==> src/rtl/f1_pkg.sv <==
// Shared types and constants for the F1 start-light sequencer.
package f1_pkg;

  // Sequencer states.
  typedef enum logic [2:0] {
    StIdle   = 3'd0,
    StFill   = 3'd1,
    StHold   = 3'd2,
    StTiming = 3'd3,
    StDone   = 3'd4
  } f1_state_t;

  // Galois feedback mask for taps 16,14,13,11 (right-shifting form).
  localparam logic [15:0] LFSR_TAPS = 16'hB400;

  // One step of the right-shifting Galois LFSR.
  function automatic logic [15:0] lfsr_step(input logic [15:0] cur);
    logic [15:0] nxt;
    nxt = {1'b0, cur[15:1]};
    if (cur[0]) begin
      nxt = nxt ^ LFSR_TAPS;
    end
    return nxt;
  endfunction

endpackage

==> src/rtl/lfsr16.sv <==
// Free-running 16-bit Galois LFSR; advances on every clock.
module lfsr16
  import f1_pkg::*;
#(
  parameter logic [15:0] SEED = 16'hACE1  // must be non-zero
) (
  input  logic        clk,
  input  logic        rst_n,
  output logic [15:0] q
);

  logic [15:0] lfsr_q;
  logic [15:0] lfsr_d;

  // Next value of the shift register.
  always_comb begin
    lfsr_d = lfsr_step(lfsr_q);
  end

  // State register, reloaded with the seed on reset.
  always_ff @(posedge clk or negedge rst_n) begin
    if (!rst_n) begin
      lfsr_q <= SEED;
    end else begin
      lfsr_q <= lfsr_d;
    end
  end

  assign q = lfsr_q;

endmodule

==> src/rtl/f1_light_seq.sv <==
// F1 start-light sequencer: fills the bar one light per tick, holds for a
// pseudo-random number of ticks, then times the driver's reaction.
module f1_light_seq
  import f1_pkg::*;
#(
  parameter int unsigned N_LIGHTS  = 8,
  parameter int unsigned MIN_HOLD  = 2,
  parameter int unsigned HOLD_W    = 3,
  parameter int unsigned CNT_W     = 16,
  parameter logic [15:0] LFSR_SEED = 16'hACE1
) (
  input  logic                clk,
  input  logic                rst_n,
  input  logic                tick,
  input  logic                trigger,
  input  logic                react,
  output logic [N_LIGHTS-1:0] data_out,
  output logic                busy,
  output logic                lights_out,
  output logic                result_valid,
  output logic                jump_start,
  output logic [CNT_W-1:0]    react_time
);

  // Wide enough for MIN_HOLD + (2**HOLD_W - 1).
  localparam int unsigned HOLD_CW = $clog2(MIN_HOLD + (1 << HOLD_W));

  f1_state_t state_q, state_d;

  logic [N_LIGHTS-1:0] bar_q, bar_d;
  logic [HOLD_CW-1:0]  hold_cnt_q, hold_cnt_d;
  logic [CNT_W-1:0]    react_time_q, react_time_d;
  logic                result_valid_q, result_valid_d;
  logic                jump_start_q, jump_start_d;
  logic                lights_out_q, lights_out_d;
  logic                trigger_prev_q;
  logic                react_prev_q;

  logic [15:0]         lfsr_q;
  logic                trig_rise;
  logic                react_rise;
  logic [N_LIGHTS:0]   bar_ext;
  logic [N_LIGHTS-1:0] bar_shift;
  logic [HOLD_CW-1:0]  hold_load;
  logic [CNT_W-1:0]    rt_inc;

  lfsr16 #(
    .SEED (LFSR_SEED)
  ) u_lfsr (
    .clk   (clk),
    .rst_n (rst_n),
    .q     (lfsr_q)
  );

  // Only the low HOLD_W bits feed the hold length.
  if (HOLD_W < 16) begin : g_lfsr_unused
    logic lfsr_unused;
    assign lfsr_unused = ^lfsr_q[15:HOLD_W];
  end

  // Edge detection against the previous-cycle sample; helper datapath values.
  always_comb begin
    trig_rise  = trigger & ~trigger_prev_q;
    react_rise = react & ~react_prev_q;
    // Shift in a one at bit 0; the extended form keeps N_LIGHTS == 1 legal.
    bar_ext    = {bar_q, 1'b1};
    bar_shift  = bar_ext[N_LIGHTS-1:0];
    hold_load  = HOLD_CW'(MIN_HOLD) + HOLD_CW'(lfsr_q[HOLD_W-1:0]);
    // Reaction counter saturates at all ones.
    rt_inc     = (&react_time_q) ? react_time_q : react_time_q + CNT_W'(1);
  end

  // Next-state and datapath updates for the sequencer.
  always_comb begin
    state_d        = state_q;
    bar_d          = bar_q;
    hold_cnt_d     = hold_cnt_q;
    react_time_d   = react_time_q;
    result_valid_d = result_valid_q;
    jump_start_d   = jump_start_q;
    lights_out_d   = 1'b0;

    unique case (state_q)
      StIdle, StDone: begin
        // Results stay on display until a fresh start.
        if (trig_rise) begin
          state_d        = StFill;
          bar_d          = '0;
          hold_cnt_d     = '0;
          react_time_d   = '0;
          result_valid_d = 1'b0;
          jump_start_d   = 1'b0;
        end
      end

      StFill: begin
        if (react_rise) begin
          state_d        = StDone;
          bar_d          = '0;
          hold_cnt_d     = '0;
          react_time_d   = '0;
          result_valid_d = 1'b0;
          jump_start_d   = 1'b1;
        end else if (tick) begin
          bar_d = bar_shift;
          if (&bar_shift) begin
            hold_cnt_d = hold_load;
            state_d    = StHold;
          end
        end
      end

      StHold: begin
        // A react on the final hold tick still counts as a jump start.
        if (react_rise) begin
          state_d        = StDone;
          bar_d          = '0;
          hold_cnt_d     = '0;
          react_time_d   = '0;
          result_valid_d = 1'b0;
          jump_start_d   = 1'b1;
        end else if (tick) begin
          // A zero hold (MIN_HOLD == 0) exits on the first tick too.
          if (hold_cnt_q <= HOLD_CW'(1)) begin
            hold_cnt_d   = '0;
            bar_d        = '0;
            lights_out_d = 1'b1;
            state_d      = StTiming;
          end else begin
            hold_cnt_d = hold_cnt_q - HOLD_CW'(1);
          end
        end
      end

      StTiming: begin
        // Counts every clock; a react edge here lands as count + 1.
        react_time_d = rt_inc;
        if (react_rise || (&rt_inc)) begin
          state_d        = StDone;
          result_valid_d = 1'b1;
        end
      end

      default: begin
        state_d        = StIdle;
        bar_d          = '0;
        hold_cnt_d     = '0;
        react_time_d   = '0;
        result_valid_d = 1'b0;
        jump_start_d   = 1'b0;
      end
    endcase
  end

  // Sequencer state and edge-detect registers.
  always_ff @(posedge clk or negedge rst_n) begin
    if (!rst_n) begin
      state_q        <= StIdle;
      bar_q          <= '0;
      hold_cnt_q     <= '0;
      react_time_q   <= '0;
      result_valid_q <= 1'b0;
      jump_start_q   <= 1'b0;
      lights_out_q   <= 1'b0;
      trigger_prev_q <= 1'b0;
      react_prev_q   <= 1'b0;
    end else begin
      state_q        <= state_d;
      bar_q          <= bar_d;
      hold_cnt_q     <= hold_cnt_d;
      react_time_q   <= react_time_d;
      result_valid_q <= result_valid_d;
      jump_start_q   <= jump_start_d;
      lights_out_q   <= lights_out_d;
      trigger_prev_q <= trigger;
      react_prev_q   <= react;
    end
  end

  // Output mapping.
  always_comb begin
    data_out     = bar_q;
    busy         = (state_q == StFill) || (state_q == StHold) || (state_q == StTiming);
    lights_out   = lights_out_q;
    result_valid = result_valid_q;
    jump_start   = jump_start_q;
    react_time   = react_time_q;
  end

endmodule

==> config.mk <==
export PLATFORM = sky130hd
export DESIGN_NAME = f1_light_seq
export DESIGN_NICKNAME = d
export VERILOG_FILES = /design/src/rtl/f1_pkg.sv /design/src/rtl/lfsr16.sv /design/src/rtl/f1_light_seq.sv
export SDC_FILE = /design/constraint.sdc
export NUM_CORES = 1
export LEC_CHECK = 0
export BUFFER_PORTS_ARGS = -buffer_cell sky130_fd_sc_hd__buf_2
export CORE_MARGIN = 3
export CORE_UTILIZATION = 58
export CTS_CLUSTER_DIAMETER = 100
export DETAILED_ROUTE_END_ITERATION = 12
export PLACE_DENSITY = 0.79
export SLEW_MARGIN = 20
export SYNTH_ARGS = -nofsm -noshare
export SYNTH_HDL_FRONTEND = slang
export SYNTH_HIERARCHICAL = 1
export SYNTH_SLANG_ARGS = --single-unit
export TNS_END_PERCENT = 100
==> constraint.sdc <==
create_clock -name clk -period 3.13 [get_ports clk]
set_input_delay 0 -clock clk [delete_from_list [all_inputs] [get_ports clk]]
set_output_delay 0 -clock clk [all_outputs]
set_load 0.01 [all_outputs]
==> Word-level counts from Yosys, hierarchy flattened <==
Cells that the tools add are included.
{ "classes": {"n_addsub": 3, "magnitude_cmp": 1, "eq_ne": 11, "muxes": 39, "bitwise": 6, "n_reduce_logical": 15} }
{ "ops": {"columns": ["operator", "count"], "rows": [
  ["16-bit two-way mux", 4],
  ["8-bit two-way mux", 6],
  ["16-bit one-hot mux with 3 select lines", 1],
  ["8-bit one-hot mux with 4 select lines", 1],
  ["16-bit AND reduction", 2],
  ["4-bit two-way mux", 7],
  ["3-bit two-way mux", 8],
  ["16-bit by 1-bit adder with 16-bit output, second input constant", 1],
  ["4-bit one-hot mux with 4 select lines", 1],
  ["3-bit != test, second input constant", 4],
  ["3-bit one-hot mux with 4 select lines", 1],
  ["5-bit AND reduction", 2],
  ["1-bit two-way mux", 8],
  ["7-bit AND reduction", 1],
  ["3-bit by 2-bit equality test with 1-bit output, second input constant", 2],
  ["1-bit one-hot mux with 3 select lines", 2],
  ["3-bit AND reduction", 2],
  ["6-bit AND reduction", 1],
  ["2-bit by 3-bit adder with 4-bit output, first input constant", 1],
  ["4-bit by 1-bit <= comparator with 1-bit output, second input constant", 1],
  ["2-bit != test, second input constant", 2],
  ["3-bit NOT with 4-bit output", 1],
  ["2-bit OR reduction", 2],
  ["4-bit by 1-bit subtractor with 4-bit output, second input constant", 1],
  ["other kinds (8)", 13]
]} }
{ "totals": {"register_bits": 52, "in_bits": 5, "word_cells": 85} }

==> Longest topological paths before layout <==
Gate-level depths: netlist of run 1.
{ "depth": {"ltp_word": 6, "mapped_depth": 9, "mapped_depth_nobuf": 8} }

==> Modules after synthesis <==
Netlist of run 1, hierarchy kept.
{ "modules_own_cells": {"columns": ["mod", "n_inst", "cells_per_inst", "area_per_inst_um2", "seq_area_each_um2"], "rows": [
  ["f1_light_seq", 1, 263, 2267.2, 900.9],
  ["lfsr16", 1, 32, 534.3, 410.4]
]} }

==> Least setup slack after synthesis of run 1 <==
No wires, ideal clock.
{ "synth_timing": {"path_type": "flip-flop to flip-flop", "start": "register react_time_q[0], in the netlist react_time[0]", "end": "register state_q[0]", "setup_time_ps": 121, "arrival_ps": 2295, "setup_slack_ps": 715, "path_stages_with_launch": 8, "n_path_buf": 0, "period_less_slack_ps": 2415, "path_cell_list": "dfrtp_1 ha_1 nand4_4 nor4_2 mux2_2 nor4_4 nand4bb_2 a41o_1"} }
{ "synth_between": {"elab_chain_cells": 6} }
{ "synth_lines": {"columns": ["element", "line_no", "text"], "rows": [
  ["from (decl)", "f1_light_seq.sv:32", "logic [CNT_W-1:0] react_time_q, react_time_d;"],
  ["from (signal assigned)", "f1_light_seq.sv:171", "react_time_q <= react_time_d;"],
  ["16-bit by 1-bit adder with 16-bit output / 16-bit AND reduction (equally long branches)", "f1_light_seq.sv:70", "rt_inc = (&react_time_q) ? react_time_q : react_time_q + CNT_W'(1);"],
  ["16-bit two-way mux *", "f1_light_seq.sv:70", null],
  ["16-bit AND reduction *", "f1_light_seq.sv:138", "if (react_rise || (&rt_inc)) begin"],
  ["1-bit logical OR *", "f1_light_seq.sv:138", null],
  ["2-bit != test (no source line) *", null, null],
  ["6-bit AND reduction (no source line) *", null, null],
  ["to (signal assigned)", "f1_light_seq.sv:158", "state_q <= StIdle;"],
  ["to (signal assigned)", "f1_light_seq.sv:168", "state_q <= state_d;"],
  ["to (decl)", "f1_light_seq.sv:28", "f1_state_t state_q, state_d;"]
]} }
Every way passes the cells marked *; elsewhere a longest branch is shown, timed or not.
A chain may end at the register's enable or synchronous reset.

==> Worst setup path after layout of run 1 <==
Same ends and word-level chain as after synthesis.

==> results_dict.tcl, run 1 <==
set metrics [dict create \
    totalWireLength_mm 5.975 \
    period_share 0.8861 \
    clock-sinks 52 \
    cts_buffers 5 \
    clkTransAtPathRegs_ps 110 \
    place.gp.congestion 0.9095 \
    first_iter_violations 152 \
    routed_via_density 6.204 \
    dr.pass1.iters 4 \
    post_synth_inst_count 285 \
    syn-num-nets 294 \
    dieHeight_um 74.56 \
    status "completed" \
    arrival_ps 2990 \
    dpl.cell_count 356 \
    tns_ps 0 \
    antenna_left 0 \
    io_buffers 32 \
    synth_warnings 6 \
    antenna_found_initial 0 \
    power_density_nw_per_um2 657.1 \
    hpwl_mm 4.119 \
    required_ps 3340 \
    crit_type "reg2reg" \
    n_antenna_cell 0 \
    hold_path_class "in2reg" \
    drv_slew 0 \
    drc 0 \
    dr_total_vias 2277 \
    area_growth_pct 10.88 \
    rsz0062_at_grt "no" \
    htreeDepth 2 \
    end_kind "flip-flop" \
    chipWidth_um 74.56 \
    grt_max_degree 51 \
    startpoint_type "flip-flop" \
    drive_above_1_share 0.2190 \
    avgSynthCellArea_um2 9.566 \
    clockBufferDepth 2 \
    cts_resized 0 \
    slew_headroom 0.5672 \
    syn_area_um2 2726 \
    ir_drop_uv 458.1 \
    start_util 0.6135 \
    hold_ws_ps 111.6 \
    grt_use_total 0.2398 \
    fp.coreArea_um2 4444 \
    gr-total-overflow 0 \
    cts_root_buffer "clkbuf_8" \
    num_io_pins 33 \
    stdcell_count 367 \
    grt_pass1_wl_mm 10.27 \
    fmax_mhz 360.5 \
    final_nets 323 \
    rows 24 \
    cts_tree "done" \
    maxCapViolCount 0 \
    worstMarginPinSlew_ps 644.9 \
    drt-wirelength-per-cell_um 16.28 \
    fin_crit_ps 2774 \
    p_leak_nw 1.371 \
    setup_viol 0 \
    clock_skew_ps 15.70 \
    insertion_delay_ps 330 \
    die_area_um2 5559 \
    hold_viol_final 0 \
    grt_pass1_vias 2069 \
    worstPathMaxFanout 13 \
]
==> routing by layer <==
| layer | share of wire | track usage | up-vias |
|---|---|---|---|
| li1 | - | - | 1090 |
| met3 | 0.064 | 0.05676 | 10 |
| met1 | 0.49 | 0.3731 | 1090 |
| met2 | 0.43 | 0.3317 | 87 |
| met5 | 0 | 0 | - |
| met4 | 0.015 | 0.06719 | 0 |
==> layout by cell type, fill, tap and decap left out, drive strengths merged, types with 4 or more instances in the layout <==
cell type,n
inv,10
nor4,6
nor3,7
o21ai,33
ha,4
dfstp,8
a21oi,21
buf,36
nand2,35
nor2,23
mux2,4
dfrtp,44
nand4,8
clkbuf,5
nand3,7
and2,4
==> registers in the layout (all words and copies together) (netlist names) <==
signal,cells
react_time,16
u_lfsr/q,16
data_out,8
hold_cnt_q,4
state_q,3
jump_start,1
lights_out,1
react_prev_q,1
result_valid,1
trigger_prev_q,1
==> layout make-up <==
cell class / count / area, um^2
Inverter: 8 / 30.03
Tap cell: 52 / 65.06
Clock buffer: 5 / 68.82
Sequential cell: 52 / 1311
Timing Repair Buffer: 39 / 222.7
Multi-Input combinational cell: 208 / 1300
Fill cell: 360 / 1421
Clock inverter: 3 / 25.02
==> metrics by stage <==
stage / power (W) / area, um^2 / utilization / setup WS (ps)
after floorplan: 0.001367 / 2726 / - / 714.8
after global placement: 0.001562 / 2897 / 0.6517 / 462.7
after detailed placement: 0.001581 / 2897 / 0.6517 / 382.2
after CTS: 0.001992 / 3020 / 0.6796 / 357.9
after global routing: 0.002154 / 3023 / 0.6802 / 156.5
final: 0.001986 / 3023 / 0.6802 / 356.4
==> worst max-delay path: stages, from the launching register on <==
cell	delay, ps
dfrtp_1	500
ha_1	360
nand4_4	280
nor4_2	390
mux2_2	390
nor4_4	280
nand4bb_2	190
a41o_1	270
==> repair_timing <==
action | in CTS | in global routing
hold buffers | 3 | 0
endpoints found under the hold margin | 43 | 0
setup endpoints to repair | 0 | 0
setup buffers | 0 | 0
==> path summary, 6_finish.rpt <==
check / end / start / slack, ps / cells past startpoint
min: lights_out$_DFF_PN0_ / tick / 110 / 3
min in group asynchronous: data_out[2]$_DFFE_PN0P_ / rst_n / 220 / 2
max: state_q[0]$_DFFE_PN0P_ / react_time[0]$_DFFE_PN0P_ / 360 / 7
min reg2reg: u_lfsr/q[7]$_DFF_PN1_ / u_lfsr/q[8]$_DFF_PN0_ / 360 / 0
max in group asynchronous: data_out[0]$_DFFE_PN0P_ / rst_n / 2430 / 3
max reg2reg: state_q[0]$_DFFE_PN0P_ / react_time[0]$_DFFE_PN0P_ / 360 / 7
==> report_power, final <==
part	switching, W	internal [W]
Clock	0.000249	0.000164
Sequential	0.0000995	0.000741
Combinational	0.000465	0.000268
(Power assumes the default switching activity.)
==> run 2: changes to the inputs <==
BUFFER_PORTS_ARGS = not set   (was -buffer_cell sky130_fd_sc_hd__buf_2)
CORE_UTILIZATION = 60   (was 58)
DONT_BUFFER_PORTS = 1   (was not set)
PLACE_DENSITY = 0.76   (was 0.79)
==> run 2 against run 1 <==
Design area down 4.6%. Fmax fell by 0.92%. Sequential cell count unchanged. Sequential share of layout area grew 2.1 points. Combinational power shrank 10%. Power fell by 2.7%. Worst hold slack lost 43 ps. Utilization grew 0.62 points. Highest routed layer unchanged.
==> results_dict.tcl, run 2 (same netlist as run 1, synthesis figures left out) <==
set metrics [dict create \
    timing.rr.end "state_q[0]$_DFFE_PN0P_" \
    tns_ps 0 \
    area_growth_pct 5.783 \
    required_ps 3340 \
    dieHeight_um 73.41 \
    r2r_cells 7 \
    cp_slowest_cell "dfrtp_1" \
    power_density_nw_per_um2 669.9 \
    fp.coreArea_um2 4202 \
    clockBufferDepth 2 \
    die_area_um2 5389 \
    slew_headroom 0.4045 \
    grt_use_total 0.2307 \
    drive_above_1_share 0.1272 \
    cts_root_buffer "clkbuf_8" \
    rsz0062_at_grt "no" \
    crit_path_max_incr_delay_ps 540 \
    clock-sinks 52 \
    final_common_cell "dfrtp_1" \
    path_buf_inv 0 \
    ir_drop_uv 493.3 \
    maxCapViolCount 0 \
    setup_viol 0 \
    hold_viol_final 0 \
    hold_path_class "in2reg" \
    first_iter_violations 242 \
    rows 23 \
    totalWireLength_mm 5.526 \
    cts_buffers 5 \
    holdPathEnd "state_q[0]$_DFFE_PN0P_" \
    status "completed" \
    insertion_delay_ps 310 \
    chipWidth_um 73.41 \
    post-route-util 0.6864 \
    worstHoldPathCells 4 \
    regToRegSetupSlack_ps 330 \
    antenna_found_initial 0 \
    antenna_left 0 \
    grt_pass1_wl_mm 9.749 \
    num_io_pins 33 \
    dr_total_vias 2088 \
    grt_max_degree 53 \
    routed_via_density 6.270 \
    gr-total-overflow 0 \
    p_leak_nw 1.216 \
    worstPathMaxFanout 13 \
    grt_pass1_vias 1984 \
    worstHoldStart "tick" \
    period_share 0.8944 \
    fin_area_um2 2884 \
    io_buffers 0 \
    path_cells "ha_1 -> nand4_4 -> nor4_2 -> mux2_2 -> nor4_4 -> nand4bb_2 -> a41o_1" \
    crit_type "reg2reg" \
    clock_skew_ps 11.10 \
    htreeDepth 2 \
    fmax_mhz 357.2 \
    worstMarginPinSlew_ps 889.4 \
    drc 0 \
    startpoint_type "flip-flop" \
    r2r_start "react_time[0]$_DFFE_PN0P_" \
    drv_slew 0 \
    final_nets 291 \
    start_util 0.6489 \
    hpwl_mm 3.832 \
    cts_resized 0 \
    clkTransAtPathRegs_ps 100 \
    crit_family "simple AND/OR/NAND/NOR gates" \
    n_antenna_cell 0 \
    drt-wirelength-per-cell_um 16.59 \
    place_area_um2 2719 \
    cts_setup_buffers 0 \
    arrival_ps 3010 \
    dr.pass1.iters 4 \
    end_kind "flip-flop" \
    place.gp.congestion 0.9251 \
    cts_tree "done" \
    fin_crit_ps 2799 \
    layout_common_cells "dfrtp_1, nand2_1, o21ai_0" \
]
-- run 2: cell count changes in the layout (fill, tap and decap cells not counted), sizes merged --
cell,previous run,this run
buf,36,3
inv,10,11
dlygate4sd3,3,4
clkinvlp,1,0
-- run 2: worst max-delay path by stage --
stage                                         start                      to  slack (ps)  cells past startpoint
after floorplan           react_time[0]$_DFFE_PN0P_  state_q[0]$_DFFE_PN0P_         710                      7
after global placement    react_time[0]$_DFFE_PN0P_  state_q[0]$_DFFE_PN0P_         430                      7
after detailed placement  react_time[0]$_DFFE_PN0P_  state_q[0]$_DFFE_PN0P_         370                      7
after CTS                 react_time[0]$_DFFE_PN0P_  state_q[0]$_DFFE_PN0P_         360                      7
after global routing      react_time[0]$_DFFE_PN0P_  state_q[0]$_DFFE_PN0P_         120                      7
final                     react_time[0]$_DFFE_PN0P_  state_q[0]$_DFFE_PN0P_         330                      7
-- run 2: final cells by class --
| class | instances | area, um^2 |
|---|---|---|
| clock buffers | 5 | 68.82 |
| clock inverters | 3 | 28.78 |
| fillers | 316 | 1318 |
| inverters | 8 | 30.03 |
| multi-input cells | 208 | 1300 |
| flip-flops and latches | 52 | 1311 |
| well taps | 50 | 62.56 |
| repair buffers | 7 | 82.58 |
-- run 2: repair_timing --
item / CTS / global route
hold buffers: 5 / 0
endpoints found under the hold margin: 55 / 0
endpoints found under the setup margin: 0 / 0
-- run 2: metrics by stage --
stage,power (W),instances,worst slack (ps),hold slack [ps]
after CTS,0.001948,333,355.4,71.46
after global routing,0.002090,333,115.1,88.79
after floorplan,0.001367,285,714.8,-295.6
after global placement,0.001500,320,431.0,-294.6
after detailed placement,0.001509,320,370.4,-294.5
final,0.001932,333,330.6,68.54
-- run 2: per-layer routing --
metal	vias to the layer above	global-route usage	routed length, um
met5	-	0	0
met4	0	0.04628	65
met3	8	0.07524	434
met2	65	0.3128	2327
met1	984	0.3596	2699
li1	1031	-	-
-- run 2: power breakdown --
part           internal, W  switching, W
Clock             0.000169      0.000241
Sequential        0.000741      0.000121
Combinational     0.000230      0.000429
-- run 2: worst register-to-register path: cells and delay by family (launching register included) --
| kind | cells | cell delay [ps] |
|---|---|---|
| compound gates | 1 | 260 |
| fa+ha+maj | 1 | 380 |
| flops | 1 | 540 |
| mux | 1 | 390 |
| simple gates | 4 | 1120 |
